$ cat src/rtl/cond_flag_unit_if.sv
// cond_flag_unit_if
//   Execute-stage control and flag bus between the pipeline control logic and the
//   condition unit.
//   master : drives ValidE/StallE/FlushE, CondE, FlagWE, ALUFlags and the
//            PCSrcE/RegWriteE/MemWriteE requests; receives the gated requests,
//            CarryIn, Flags and AnnulCount.
//   slave  : the condition unit side (mirror of master).
interface cond_flag_unit_if #(
    parameter int unsigned COUNT_W = 16
);
    logic               ValidE;
    logic               StallE;
    logic               FlushE;
    logic [3:0]         CondE;
    logic [1:0]         FlagWE;
    logic [3:0]         ALUFlags;
    logic               PCSrcE;
    logic               RegWriteE;
    logic               MemWriteE;
    logic               CondExE;
    logic               PCSrcOut;
    logic               RegWriteOut;
    logic               MemWriteOut;
    logic               CarryIn;
    logic [3:0]         Flags;
    logic [COUNT_W-1:0] AnnulCount;

    modport master (
        output ValidE, StallE, FlushE, CondE, FlagWE, ALUFlags,
               PCSrcE, RegWriteE, MemWriteE,
        input  CondExE, PCSrcOut, RegWriteOut, MemWriteOut, CarryIn, Flags, AnnulCount
    );

    modport slave (
        input  ValidE, StallE, FlushE, CondE, FlagWE, ALUFlags,
               PCSrcE, RegWriteE, MemWriteE,
        output CondExE, PCSrcOut, RegWriteOut, MemWriteOut, CarryIn, Flags, AnnulCount
    );
endinterface

$ cat src/rtl/cond_flag_unit.sv
// cond_flag_unit
//   Execute-stage condition unit of the pipelined ARM core. Holds the NZCV flag
//   register, updates it from the ALU under FlagWE, evaluates the cond field against
//   the stored flags and gates PC/register/memory writes of failed instructions.
//   Also supplies CarryIn and a saturating count of annulled instructions.
// Ports
//   CLK    rising-edge clock
//   RST_N  asynchronous active-low reset
//   bus    cond_flag_unit_if.slave: E-stage controls in, gated controls, CarryIn,
//          Flags {N,Z,C,V} and AnnulCount out
module cond_flag_unit #(
    parameter int unsigned COUNT_W     = 16,
    parameter logic [3:0]  FLAGS_RESET = 4'b0000
) (
    input  logic            CLK,
    input  logic            RST_N,
    cond_flag_unit_if.slave bus
);
    logic [3:0]         flags_q;
    logic [COUNT_W-1:0] annul_q;
    logic               live;
    logic               cond_pass;
    logic               cond_ex;
    logic               n_flag, z_flag, c_flag, v_flag;

    assign n_flag = flags_q[3];
    assign z_flag = flags_q[2];
    assign c_flag = flags_q[1];
    assign v_flag = flags_q[0];

    // A flushed slot is dead regardless of ValidE.
    assign live = bus.ValidE & ~bus.FlushE;

    // Condition test always reads the flags registered before this edge (no bypass).
    always_comb begin
        cond_pass = 1'b0;
        case (bus.CondE)
            4'b0000: cond_pass = z_flag;
            4'b0001: cond_pass = ~z_flag;
            4'b0010: cond_pass = c_flag;
            4'b0011: cond_pass = ~c_flag;
            4'b0100: cond_pass = n_flag;
            4'b0101: cond_pass = ~n_flag;
            4'b0110: cond_pass = v_flag;
            4'b0111: cond_pass = ~v_flag;
            4'b1000: cond_pass = c_flag & ~z_flag;
            4'b1001: cond_pass = ~c_flag | z_flag;
            4'b1010: cond_pass = (n_flag == v_flag);
            4'b1011: cond_pass = (n_flag != v_flag);
            4'b1100: cond_pass = ~z_flag & (n_flag == v_flag);
            4'b1101: cond_pass = z_flag | (n_flag != v_flag);
            4'b1110: cond_pass = 1'b1;
            default: cond_pass = 1'b0;
        endcase
    end

    assign cond_ex = live & cond_pass;

    always_ff @(posedge CLK or negedge RST_N) begin
        if (!RST_N) begin
            flags_q <= FLAGS_RESET;
        end else if (cond_ex && !bus.StallE) begin
            if (bus.FlagWE[1]) flags_q[3:2] <= bus.ALUFlags[3:2];
            if (bus.FlagWE[0]) flags_q[1:0] <= bus.ALUFlags[1:0];
        end
    end

    // Counts live instructions whose condition failed; sticks at all-ones.
    always_ff @(posedge CLK or negedge RST_N) begin
        if (!RST_N) begin
            annul_q <= '0;
        end else if (live && !cond_pass && !bus.StallE && (annul_q != '1)) begin
            annul_q <= annul_q + COUNT_W'(1);
        end
    end

    assign bus.CondExE     = cond_ex;
    assign bus.PCSrcOut    = bus.PCSrcE & cond_ex;
    assign bus.RegWriteOut = bus.RegWriteE & cond_ex;
    assign bus.MemWriteOut = bus.MemWriteE & cond_ex;
    assign bus.CarryIn     = flags_q[1];
    assign bus.Flags       = flags_q;
    assign bus.AnnulCount  = annul_q;
endmodule

$ cat src/flat_wrapper.sv
// flat-port wrapper written by rule: the top's interface ports become plain ports
module cond_flag_unit_flat 
#(
    parameter int unsigned COUNT_W     = 16,
    parameter logic [3:0]  FLAGS_RESET = 4'b0000
)
  (CLK, RST_N, bus_ValidE, bus_StallE, bus_FlushE, bus_CondE, bus_FlagWE, bus_ALUFlags, bus_PCSrcE, bus_RegWriteE, bus_MemWriteE, bus_CondExE, bus_PCSrcOut, bus_RegWriteOut, bus_MemWriteOut, bus_CarryIn, bus_Flags, bus_AnnulCount);
  cond_flag_unit_if #(.COUNT_W(COUNT_W)) bus_i ();
  input  logic CLK;
  input  logic RST_N;
  input wire logic [$bits(bus_i.ValidE)-1:0] bus_ValidE;
  input wire logic [$bits(bus_i.StallE)-1:0] bus_StallE;
  input wire logic [$bits(bus_i.FlushE)-1:0] bus_FlushE;
  input wire logic [$bits(bus_i.CondE)-1:0] bus_CondE;
  input wire logic [$bits(bus_i.FlagWE)-1:0] bus_FlagWE;
  input wire logic [$bits(bus_i.ALUFlags)-1:0] bus_ALUFlags;
  input wire logic [$bits(bus_i.PCSrcE)-1:0] bus_PCSrcE;
  input wire logic [$bits(bus_i.RegWriteE)-1:0] bus_RegWriteE;
  input wire logic [$bits(bus_i.MemWriteE)-1:0] bus_MemWriteE;
  output wire logic [$bits(bus_i.CondExE)-1:0] bus_CondExE;
  output wire logic [$bits(bus_i.PCSrcOut)-1:0] bus_PCSrcOut;
  output wire logic [$bits(bus_i.RegWriteOut)-1:0] bus_RegWriteOut;
  output wire logic [$bits(bus_i.MemWriteOut)-1:0] bus_MemWriteOut;
  output wire logic [$bits(bus_i.CarryIn)-1:0] bus_CarryIn;
  output wire logic [$bits(bus_i.Flags)-1:0] bus_Flags;
  output wire logic [$bits(bus_i.AnnulCount)-1:0] bus_AnnulCount;
  assign bus_i.ValidE = bus_ValidE;
  assign bus_i.StallE = bus_StallE;
  assign bus_i.FlushE = bus_FlushE;
  assign bus_i.CondE = bus_CondE;
  assign bus_i.FlagWE = bus_FlagWE;
  assign bus_i.ALUFlags = bus_ALUFlags;
  assign bus_i.PCSrcE = bus_PCSrcE;
  assign bus_i.RegWriteE = bus_RegWriteE;
  assign bus_i.MemWriteE = bus_MemWriteE;
  assign bus_CondExE = bus_i.CondExE;
  assign bus_PCSrcOut = bus_i.PCSrcOut;
  assign bus_RegWriteOut = bus_i.RegWriteOut;
  assign bus_MemWriteOut = bus_i.MemWriteOut;
  assign bus_CarryIn = bus_i.CarryIn;
  assign bus_Flags = bus_i.Flags;
  assign bus_AnnulCount = bus_i.AnnulCount;
  cond_flag_unit #(.COUNT_W(COUNT_W), .FLAGS_RESET(FLAGS_RESET)) u_core (.CLK(CLK), .RST_N(RST_N), .bus(bus_i));
endmodule
$ cat config.mk
export PLATFORM = sky130hd
export DESIGN_NAME = cond_flag_unit_flat
export DESIGN_NICKNAME = d
export VERILOG_FILES = /design/src/rtl/cond_flag_unit_if.sv /design/src/rtl/cond_flag_unit.sv /design/src/flat_wrapper.sv
export SDC_FILE = /design/constraint.sdc
export NUM_CORES = 1
export LEC_CHECK = 0
export BUFFER_PORTS_ARGS = -buffer_cell sky130_fd_sc_hd__buf_4
export CAP_MARGIN = 20
export CORE_ASPECT_RATIO = 0.7
export CORE_MARGIN = 1.5
export CORE_UTILIZATION = 45
export CTS_CLUSTER_DIAMETER = 80
export DETAILED_ROUTE_END_ITERATION = 16
export PLACE_DENSITY = 0.73
export RECOVER_POWER = 25
export SLEW_MARGIN = 5
export SYNTH_ARGS = -nofsm -noshare
export SYNTH_HDL_FRONTEND = slang
export SYNTH_SLANG_ARGS = --single-unit
$ cat constraint.sdc
create_clock -name CLK -period 2.5 [get_ports CLK]
set_input_delay 0.5 -clock CLK [delete_from_list [all_inputs] [get_ports CLK]]
set_output_delay 0.5 -clock CLK [all_outputs]
set_load 0.01 [all_outputs]
==> flow_metrics.tcl <==
set metrics [dict create \
    outcome "completed" \
    nNetsFinal 196 \
    max_cap_viol_count 0 \
    use_met2 0.3576 \
    htree_num_levels 1 \
    cts.hold.buffers_added 0 \
    detail_route.wirelength_microns 3147 \
    dieArea_sq_um 3096 \
    cts_buffers 3 \
    fp.dieH_microns 47.01 \
    ys_top_cells_by_area "dfrtp_1, xor2_1, nor3_1" \
    tightest_slew_ns 1.027 \
    slowest_delay_ns 0.40 \
    clk_pin_slew_ns 0.07 \
    met1_usage 0.2967 \
    crit_required_ns 2.00 \
    reg2reg_depth 7 \
    grt_pass1_wl_microns 4961 \
    gp_congestion 0.8081 \
    synthMuxAreaShare 0.06432 \
    ys_types 37 \
    syn_nets 145 \
    grt_util_all_layers 0.2159 \
    clockBufferDepth 2 \
    cp_common_cell "buf_4" \
    drt_iter0_drc 59 \
    seq_area_frac_synth 0.4020 \
    slew_headroom 0.3151 \
    r2r-end "u_core.bus.AnnulCount[1]" \
    tns_ns 0 \
    drc 0 \
    fmax_mhz 411.9 \
    cp_data_arrival_time_ns 1.93 \
    use_met3 0.04556 \
    synth_compound_area_frac 0.05528 \
    synth_simple_gate_area_frac 0.3206 \
    clk_latency_ns 0.26 \
    slew_violations 0 \
    synth_top_area_cell "dfrtp_1" \
    antenna_cells 0 \
    worstPathMaxFanout 4 \
    final_cell_mix "buf_4, dfrtp_1, xor2_1" \
    coreArea_sq_um 2534 \
    multi_input_area_sq_um 732.0 \
    start_util 0.4914 \
    yosysWarnings 0 \
    cts_sinks 20 \
    drive_gt1_frac 0.3864 \
    synth_top_area_frac 0.4020 \
    area_growth_pct 39.20 \
    hp-class "in -> async" \
    register_area_sq_um 500.5 \
    r2r_setup_slack_ns 0.25 \
    skew_ns 0.001578 \
    vias 1182 \
    synthXorXnorAreaFrac 0.1196 \
    io_pins 43 \
    cp_cell_sequence "buf_4, or4bb_1, o21ai_0, o2bb2ai_2, or2_4, and3_1, buf_4" \
    final_common_cell "buf_4" \
    fp.dieW_microns 65.87 \
    row_count 15 \
    crit_path_start_kind "flip-flop" \
    r2r-start "u_core.bus.Flags[3]" \
    antenna_left 0 \
    ir_drop_uv 598.8 \
    ys_ff_latch 20 \
    viasPerCell 5.629 \
    synth_area_sq_um 1245 \
    drtPass1Iterations 6 \
    dpl.hpwl_microns 2319 \
    grt_busiest_layer "met2" \
    synthAdderAreaFrac 0.01005 \
    overflow 0 \
    nFillCells 199 \
    portBuffers 42 \
    wl_per_cell_microns 14.99 \
    cts_tree "done" \
    timing.hold.ws_ns 0.3944 \
    avgSynthCellArea_sq_um 9.881 \
    rsz0062_at_grt "false" \
    cts_root_buffer "clkbuf_8" \
    cp_slowest_cell "dfrtp_1" \
    p_per_area_nw_per_um2 755.4 \
    end_kind "output port" \
    grt_pass1_vias 1052 \
    grt_antenna_before_repair 0 \
    synthCells 126 \
    crit_type "reg -> out" \
    post-route-period-util 0.9711 \
    grt_max_degree 21 \
    period_minus_slack_ns 2.428 \
    leakagePower_nw 0.8271 \
    setup_viol 0 \
    synth_top_family_by_area "simple AND/OR/NAND/NOR gates" \
    hold_viol_final 0 \
]
## power by group
group | internal (mW) | switching (mW)
Combinational | 0.272 | 0.234
Sequential | 0.389 | 0.0940
Clock | 0.214 | 0.106
Total | 0.875 | 0.434
## cell families after synthesis
kind of cell    count (synthesis)
compound gates                  8
flops                          20
xor+xnor                       17
mux                             7
buf+inv                         8
fa+ha+maj                       1
simple gates                   65
## state kept, by name, summed over array words and instances, names as in the netlist
name,flops
u_core.bus.AnnulCount,16
u_core.bus.Flags,4
## critical path: cells and delay by family, from the launching register on
family	cells	cell delay, ns
AND/OR/NAND/NOR	3	0.71
AO/OA/AOI/OAI	2	0.28
flip-flops	1	0.40
buffers and inverters	2	0.27
## how the worst max path moves through the flow
stage	start	end	slack, ns	cells after the start
after floorplan	u_core.bus.Flags[3]	bus_MemWriteOut	0.14	7
after global placement	bus_CondE[3]	bus_PCSrcOut	0.14	7
after detailed placement	bus_CondE[3]	bus_PCSrcOut	0.1	7
after CTS	u_core.bus.Flags[3]	bus_PCSrcOut	0.02	7
after global routing	u_core.bus.Flags[3]	bus_RegWriteOut	0.007	7
final	u_core.bus.Flags[3]	bus_PCSrcOut	0.07	7
## per-layer routing
layer / up-vias / share of wire / wire, microns
met2: 56 / 0.45 / 1413
li1: 565 / - / -
met5: - / 0 / 0
met1: 547 / 0.46 / 1440
met4: 0 / 0.017 / 53
met3: 14 / 0.076 / 240
## cell usage after synthesis (all sizes together)
cell type	count
dfrtp	20
xor2	13
nor3	11
nand2	8
nand4	7
nand3	6
nor4	6
mux2	5
inv	4
or4	4
xnor2	4
and3	3
nor2	3
nor2b	3
o21ai	3
buf	2
clkbuf	2
mux2i	2
nand2b	2
nand3b	2
o211ai	2
o2bb2ai	2
or2	2
or3	2
and2	1
and4	1
and4b	1
ha	1
nor4b	1
nor4bb	1
o31ai	1
or4bb	1
## area by class of cell
class / count / area share
Clock inverter: 1 / 0.01733
Inverter: 4 / 0.008664
Multi-Input combinational cell: 98 / 0.4224
Timing Repair Buffer: 50 / 0.2144
Sequential cell: 20 / 0.2888
Clock buffer: 3 / 0.02383
Tap cell: 34 / 0.02455
## per-stage QoR
step	cells	setup slack [ns]	instance area [sq um]	power [mW]	util
floorplan	126	0.1358	1245	0.7268	-
global placement	203	0.1442	1620	0.9371	0.6395
detailed placement	203	0.09792	1620	0.9526	0.6395
CTS	210	0.02070	1714	1.292	0.6765
global route	210	0.007103	1733	1.388	0.6840
finish	210	0.07228	1733	1.309	0.6840
## timing repair
item / 4_1_cts / 5_1_grt
buffers inserted: 3 / 0
gates resized for setup: 0 / 4
setup endpoints to repair: 4 / 4
pin swaps: 2 / 1
(Power assumes the default switching activity.)
